File: src/rtl/fp_norm_packer_if.sv
// Handshake bundle between an adder result producer, fp_norm_packer and the packed-word consumer.
interface fp_norm_packer_if #(
   parameter int MW = 16,
   parameter int EW = 8
);
   logic          in_valid;
   logic          in_ready;
   logic          in_sign;
   logic [EW-1:0] in_exp;
   logic [MW:0]   in_mant;
   logic          out_valid;
   logic          out_ready;
   logic [EW+MW:0] out_word;
   logic          out_zero;
   logic          out_ovf;
   logic          out_unf;

   modport master (
      output in_valid, in_sign, in_exp, in_mant, out_ready,
      input  in_ready, out_valid, out_word, out_zero, out_ovf, out_unf
   );

   modport slave (
      input  in_valid, in_sign, in_exp, in_mant, out_ready,
      output in_ready, out_valid, out_word, out_zero, out_ovf, out_unf
   );
endinterface

File: src/rtl/fp_norm_packer.sv
// Iterative normalizer/packer for a raw adder result: one shift per cycle, then {sign, exp, mant}.
// Define FP_ROUND_EN for round-to-nearest-even on right shifts; the default build truncates.
module fp_norm_packer #(
   parameter int MW = 16,
   parameter int EW = 8
) (
   input  logic            clk,
   input  logic            rst,
   fp_norm_packer_if.slave bus
);
   typedef enum logic [1:0] {IDLE, SHIFT, DONE} state_t;

   localparam logic [EW-1:0] EXP_MAX = '1;

   state_t        state, state_n;
   logic          sign_r, sign_n;
   logic [EW-1:0] exp_r, exp_n;
   logic [MW:0]   mant_r, mant_n;
   logic          zero_r, zero_n;
   logic          ovf_r, ovf_n;
   logic          unf_r, unf_n;

   // A rounding carry back into bit MW is left for the next SHIFT step to absorb.
   function automatic logic [MW:0] rshift(input logic [MW:0] m);
      logic rnd;
`ifdef FP_ROUND_EN
      rnd = m[0] & m[1];
`else
      rnd = 1'b0;
`endif
      return {1'b0, m[MW:1]} + {{MW{1'b0}}, rnd};
   endfunction

   always_ff @(posedge clk or posedge rst) begin
      if (rst) begin
         state  <= IDLE;
         sign_r <= 1'b0;
         exp_r  <= '0;
         mant_r <= '0;
         zero_r <= 1'b0;
         ovf_r  <= 1'b0;
         unf_r  <= 1'b0;
      end else begin
         state  <= state_n;
         sign_r <= sign_n;
         exp_r  <= exp_n;
         mant_r <= mant_n;
         zero_r <= zero_n;
         ovf_r  <= ovf_n;
         unf_r  <= unf_n;
      end
   end

   always_comb begin
      state_n = state;
      sign_n  = sign_r;
      exp_n   = exp_r;
      mant_n  = mant_r;
      zero_n  = zero_r;
      ovf_n   = ovf_r;
      unf_n   = unf_r;
      case (state)
         IDLE: begin
            if (bus.in_valid) begin
               sign_n  = bus.in_sign;
               exp_n   = bus.in_exp;
               mant_n  = bus.in_mant;
               zero_n  = 1'b0;
               ovf_n   = 1'b0;
               unf_n   = 1'b0;
               state_n = SHIFT;
            end
         end
         SHIFT: begin
            if (mant_r == '0) begin
               exp_n   = '0;
               zero_n  = 1'b1;
               state_n = DONE;
            end else if (mant_r[MW]) begin
               if (exp_r == EXP_MAX) begin
                  mant_n  = '0;
                  ovf_n   = 1'b1;
                  state_n = DONE;
               end else begin
                  mant_n = rshift(mant_r);
                  exp_n  = exp_r + EW'(1);
               end
            end else if (mant_r[MW-1]) begin
               state_n = DONE;
            end else if (exp_r == '0) begin
               // Exponent exhausted: keep the denormal mantissa as it stands.
               unf_n   = 1'b1;
               state_n = DONE;
            end else begin
               mant_n = {mant_r[MW-1:0], 1'b0};
               exp_n  = exp_r - EW'(1);
            end
         end
         DONE: begin
            if (bus.out_ready) state_n = IDLE;
         end
         default: state_n = IDLE;
      endcase
   end

   assign bus.in_ready  = (state == IDLE);
   assign bus.out_valid = (state == DONE);
   assign bus.out_word  = {sign_r, exp_r, mant_r[MW-1:0]};
   assign bus.out_zero  = zero_r;
   assign bus.out_ovf   = ovf_r;
   assign bus.out_unf   = unf_r;
endmodule
File: src/flat_wrapper.sv
// flat-port wrapper written by rule: the top's interface ports become plain ports
module fp_norm_packer_flat 
#(
   parameter int MW = 16,
   parameter int EW = 8
)
  (clk, rst, bus_in_valid, bus_in_sign, bus_in_exp, bus_in_mant, bus_out_ready, bus_in_ready, bus_out_valid, bus_out_word, bus_out_zero, bus_out_ovf, bus_out_unf);
  fp_norm_packer_if #(.MW(MW), .EW(EW)) bus_i ();
  input  logic clk;
  input  logic rst;
  input wire logic [$bits(bus_i.in_valid)-1:0] bus_in_valid;
  input wire logic [$bits(bus_i.in_sign)-1:0] bus_in_sign;
  input wire logic [$bits(bus_i.in_exp)-1:0] bus_in_exp;
  input wire logic [$bits(bus_i.in_mant)-1:0] bus_in_mant;
  input wire logic [$bits(bus_i.out_ready)-1:0] bus_out_ready;
  output wire logic [$bits(bus_i.in_ready)-1:0] bus_in_ready;
  output wire logic [$bits(bus_i.out_valid)-1:0] bus_out_valid;
  output wire logic [$bits(bus_i.out_word)-1:0] bus_out_word;
  output wire logic [$bits(bus_i.out_zero)-1:0] bus_out_zero;
  output wire logic [$bits(bus_i.out_ovf)-1:0] bus_out_ovf;
  output wire logic [$bits(bus_i.out_unf)-1:0] bus_out_unf;
  assign bus_i.in_valid = bus_in_valid;
  assign bus_i.in_sign = bus_in_sign;
  assign bus_i.in_exp = bus_in_exp;
  assign bus_i.in_mant = bus_in_mant;
  assign bus_i.out_ready = bus_out_ready;
  assign bus_in_ready = bus_i.in_ready;
  assign bus_out_valid = bus_i.out_valid;
  assign bus_out_word = bus_i.out_word;
  assign bus_out_zero = bus_i.out_zero;
  assign bus_out_ovf = bus_i.out_ovf;
  assign bus_out_unf = bus_i.out_unf;
  fp_norm_packer #(.MW(MW), .EW(EW)) u_core (.clk(clk), .rst(rst), .bus(bus_i));
endmodule
File: config.mk
export PLATFORM = sky130hd
export DESIGN_NAME = fp_norm_packer_flat
export DESIGN_NICKNAME = d
export VERILOG_FILES = /design/src/rtl/fp_norm_packer_if.sv /design/src/rtl/fp_norm_packer.sv /design/src/flat_wrapper.sv
export SDC_FILE = /design/constraint.sdc
export NUM_CORES = 1
export LEC_CHECK = 0
export ABC_CLOCK_PERIOD_IN_PS = 4300
export CAP_MARGIN = 30
export CORE_UTILIZATION = 51
export DETAILED_ROUTE_END_ITERATION = 7
export PLACE_DENSITY = 0.91
export SLEW_MARGIN = 20
export SYNTH_ARGS = -nofsm -noshare
export SYNTH_HDL_FRONTEND = slang
export SYNTH_SLANG_ARGS = --single-unit
File: constraint.sdc
create_clock -name clk -period 4.3 [get_ports clk]
set_input_delay 0.645 -clock clk [delete_from_list [all_inputs] [get_ports clk]]
set_output_delay 0.645 -clock clk [all_outputs]
set_load 0.03 [all_outputs]
# Word-level counts from Yosys, hierarchy flattened
# Cells that the tools add are included.
# word_totals
regBits	31
in_bits	30
output_inout_bits	30
wordCells	75
# op_classes
addsub	2
n_eq_ne	19
mux	34
reduce_logical	12
# ops
operator	count
17-bit two-way mux	4
8-bit two-way mux	6
17-bit one-hot mux with 2 select lines	1
16-bit two-way mux	2
17-bit zero test	1
8-bit one-hot mux with 2 select lines	1
5-bit AND reduction	3
2-bit two-way mux	7
2-bit != test (second input constant)	5
1-bit two-way mux	9
8-bit by 1-bit adder with 8-bit output (second input constant)	1
8-bit equality test (second input constant)	1
8-bit zero test	1
2-bit by 1-bit != test with 1-bit output (second input constant)	4
4-bit != test (second input constant)	2
8-bit by 1-bit subtractor with 8-bit output (second input constant)	1
3-bit by 2-bit != test with 1-bit output (second input constant)	2
1-bit one-hot mux with 2 select lines	3
2-bit one-hot mux with 3 select lines	1
3-bit AND reduction	2
6-bit AND reduction	1
5-bit by 1-bit != test with 1-bit output (second input constant)	1
4-bit by 2-bit != test with 1-bit output (second input constant)	1
4-bit by 3-bit != test with 1-bit output (second input constant)	1
other kinds (6)	6

# Logic depth before layout (Yosys ltp)
# logic_depth
depth_word	6
ltp_mapped	8
mapped_depth_nobuf	8

# Least setup slack after synthesis
# Ideal clock, no wire load.
# synth_timing
path_type	register -> register
start	reg u_core.exp_r[5]
end	reg u_core.exp_r[4]
setup_ps	125
arrival_ps	2006
t_required_ps	4175
path_slack_ps	2169
path_stages_with_launch	5
n_path_buf	0
synth_period_minus_slack_ps	2131
path_cell_list	dfrtp_1 or4_4 o21ba_1 o41ai_4 mux2_2
# synth_between
elab_chain_len	3
elab_cells_between_ends	5
cone_classes	eq/ne: 3; reduce/logical: 2
# synth_rtl
item	line_no	source
start: declaration	fp_norm_packer.sv:17	logic [EW-1:0] exp_r, exp_n;
start signal: assignment	fp_norm_packer.sv:46	exp_r <= exp_n;
8-bit equality test or 8-bit zero test (tied branches)	fp_norm_packer.sv:80, fp_norm_packer.sv:90	
4-bit != test (no source line) or 4-bit by 2-bit != test with 1-bit output (tied branches)	-	
5-bit AND reduction (no source line) *	-	
# Mark *: on every way between the ends. The rest lies on a longest branch, timed or not.
# A chain may end at the register's enable or synchronous reset.

# Worst setup path in the final report
# layout_timing
start	reg u_core.mant_r[16]
end	reg u_core.exp_r[7]
# layout_between
elab_chain_len	3
elab_cells_between_ends	8
cone_classes	eq/ne: 3; mux: 3; reduce/logical: 2
# layout_rtl
item	line_no	source
start: declaration	fp_norm_packer.sv:18	logic [MW:0] mant_r, mant_n;
start signal: assignment	fp_norm_packer.sv:47	mant_r <= mant_n;
17-bit zero test or 8-bit two-way mux (tied branches)	fp_norm_packer.sv:75, fp_norm_packer.sv:79	
4-bit by 3-bit != test with 1-bit output (no source line) (tied with other cells)	-	
5-bit AND reduction (no source line) or 8-bit one-hot mux with 2 select lines (tied branches)	-	
# Several ways; a longest one is shown, not always the timed one.

==> reports/qor.csv <==
metric,value,unit
status,finished clean,
hold_sp,u_core.sign_r$_DFFE_PP0P_,
fmax,0.369,GHz
PD cells,919,nW/um^2
Tot GR Track Use,25.1,%
hold worst-path end,u_core.sign_r$_DFFE_PP0P_,
Post-synth EDFFs,0,
kind of end point of the critical path,flop,
final hold vios,0,
drt total wl,5170,um
synthesized cell area,2060,um^2
Main synth FF type,dfrtp_1,
Post-CTS Hold Fix Bufs,0,
r2r setup slk,1.59,ns
YS warnings,0,
drt wl/cell,16.5,um
H-tree level count,2,
setup ws final,1.59,ns
Antenna diodes,0,
routability cong.,0.810,
CTS tree,yes,
#FFs+latches synth,31,
Area Growth Syn to Fin,30.3,%
clock sink count,31,
initial detailed-routing violation count,242,
Finished Cell Area,2680,um^2
Synth area leaders,"dfrtp_1 38%, a222oi_1 6.8%, buf_4 6.2%",
boundary pin count,60,
detailed placement HPWL,3720,um
count of final setup violators,0,
post-route setup TNS,0,ns
RSZ-0062 raised after global routing,false,
Max stage delay on crit path,0.65,ns
fin crit period,2.71,ns
drt via density,6.13,
initial core utilization,54.6,%
final max-slew violation count,0,
crit path buf inv count,1,
number of distinct library cells after synthesis,53,
GRT met3 Usage,6.60,%
CTS Buffer Depth,2,
grt peak-use layer,met2,
hold depth,2,
reg2reg start,u_core.mant_r[16]$_DFFE_PP0P_,
maximum vdd ir drop,0.557,mV
Worst Tran Pin Value,0.908,ns
max_cap viols,0,
CP startpoint kind,flop,
via count,1925,
first-pass GRT wire length,8090,um
syn_area_per_cell,9.27,um^2
Detail Route Antenna Nets,0,
syn nets,259,
Resize count post-CTS,0,
worst reg2reg path endpoint,u_core.exp_r[7]$_DFFE_PP0P_,
Crit path arrival time,2.85,ns
global route overflow,0,
met1 GRT Util,33.6,%
Post-DP Area,2560,um^2
ys async rst share,100,%
Post-Place Worst Slack,1.68,ns
ratio of cells with drive above 1 in the final layout,9.77,%
Slowest cell on crit path,dfrtp_1,
vias in the first global route,1694,
sequential fraction of the synthesis area,37.7,%
WP data required,4.44,ns
Leak,1.09,nW
cell family with most CP delay,compound AO/OA/AOI/OAI gates,
port buffer count,59,
"Setup Fix Bufs, Post-CTS",0,
Worst Path Max Fanout,12,
CTS root buffer,clkbuf_8,
die area,4290,um^2
crit-path cells,"inv_1, ha_1, a21oi_1, nor2b_1, a311o_1, o22ai_1, mux2i_1, o311ai_1",
Filler cells,285,
crit share post-route,62.9,%
drt drc,0,
Slew HR,39.2,%
critical path type,reg -> reg,
HP Class,reg -> reg,
CTS buffer count,5,
clk slew on worst S/H paths,0.06,ns
"area leader, netlist",dfrtp_1,
initial antenna violation count,0,
Worst-Skew Late Latency,0.29,ns
Nets,302,
DRT Pass-1 Iters,8,
M2 GR Usage,39.0,%
R2R cell count,8,
row cnt,22,
Final Skew,0.00855,ns
core box area,3770,um^2
area share of the largest cell type after synthesis,37.7,%
Die W,65.5,um
largest net degree at the start of global routing,32,
Die H,65.5,um
Mapped Cells,222,
worst max path at each step:
stage	start	end	cells after the start
5_1_grt	u_core.mant_r[16]$_DFFE_PP0P_	u_core.exp_r[7]$_DFFE_PP0P_	8
6_report	u_core.mant_r[16]$_DFFE_PP0P_	u_core.exp_r[7]$_DFFE_PP0P_	8
3_5_place_dp	u_core.mant_r[16]$_DFFE_PP0P_	u_core.exp_r[7]$_DFFE_PP0P_	8
2_1_floorplan	u_core.exp_r[5]$_DFFE_PP0P_	u_core.exp_r[4]$_DFFE_PP0P_	4
4_1_cts	u_core.mant_r[16]$_DFFE_PP0P_	u_core.exp_r[7]$_DFFE_PP0P_	8
3_3_place_gp	u_core.exp_r[5]$_DFFE_PP0P_	u_core.exp_r[7]$_DFFE_PP0P_	6
cells by family after synthesis:
family	share of synthesized area, %
muxes	1.52
xor gates and xnor gates	1.28
buffers and inverters	10.3
and+or+nand+nor	17.4
DFF	37.7
adders and majority gates	4.62
AOI/OAI and AO/OA	27.2
metrics by stage:
step	hold slack [ns]	utilization, %	cells	total power [mW]
global placement	0.469	67.8	305	2.09
detailed placement	0.468	67.8	305	2.14
global route	0.533	71.1	314	2.62
floorplan	0.447	-	222	1.78
CTS	0.491	70.9	313	2.45
finish	0.496	71.1	314	2.46
where the power goes:
| part | switching, mW | internal (mW) |
|---|---|---|
| clock network | 0.111 | 0.187 |
| registers | 0.192 | 0.424 |
| logic | 0.887 | 0.663 |
| total | 1.19 | 1.27 |
final cells by class:
| type | instances | area [um^2] | area share [%] |
|---|---|---|---|
| clock buffer | 6 | 82.6 | 3.08 |
| clock inverter | 2 | 35.0 | 1.31 |
| inverter | 8 | 30.0 | 1.12 |
| multi-input combinational | 155 | 1070 | 39.9 |
| sequential | 31 | 776 | 28.9 |
| tap | 48 | 60.1 | 2.24 |
| timing repair buffer | 64 | 628 | 23.4 |
cell usage after synthesis (2+ instances only):
| master | n |
|---|---|
| clkbuf_1 | 5 |
| ha_1 | 6 |
| o21ai_1 | 7 |
| a31oi_1 | 2 |
| buf_2 | 3 |
| a21o_1 | 3 |
| dfrtp_1 | 31 |
| nand2_1 | 25 |
| inv_1 | 8 |
| nand3b_1 | 2 |
| a21oi_1 | 5 |
| mux2i_1 | 2 |
| o21ai_0 | 13 |
| buf_4 | 17 |
| xnor2_1 | 2 |
| nor4_1 | 4 |
| nor3_1 | 6 |
| and2_1 | 2 |
| a21oi_2 | 5 |
| o21a_1 | 3 |
| nor2_1 | 14 |
| a22oi_1 | 3 |
| nor2b_1 | 6 |
| nand4_1 | 3 |
| nand2b_1 | 2 |
| a221oi_1 | 3 |
| a222oi_1 | 14 |
layer usage:
metal / vias up / part of all wire, %
li1: 906 / -
met1: 912 / 43
met2: 101 / 48
met3: 6 / 7.6
met4: 0 / 1.1
met5: - / 0
cell usage in the layout (no fill, tap or decap), types with 2 or more instances in the layout:
master	instances
a21o_1	3
a21oi_1	5
a21oi_2	5
a221oi_1	3
a222oi_1	14
a22oi_1	3
a31oi_1	2
and2_1	2
buf_4	5
clkbuf_8	6
clkdlybuf4s50_1	59
dfrtp_1	31
ha_1	6
inv_1	8
mux2i_1	2
nand2_1	25
nand2b_1	2
nand3b_1	2
nand4_1	3
nor2_1	14
nor2b_1	6
nor3_1	6
nor4_1	4
o21a_1	3
o21ai_0	13
o21ai_1	7
xnor2_1	2
sequential cells by signal (all words and copies together) (netlist names):
| signal | cells |
|---|---|
| u_core.mant_r | 17 |
| u_core.sign_r | 1 |
| u_core.bus.out_unf | 1 |
| u_core.state | 2 |
| u_core.bus.out_zero | 1 |
| u_core.exp_r | 8 |
| u_core.bus.out_ovf | 1 |
tightest hold or removal path, stage by stage, from the launching register on:
cell     delay (ns)
dfrtp_1        0.36
nand2_1        0.05
nand2_1        0.06
(Power assumes the default switching activity.)
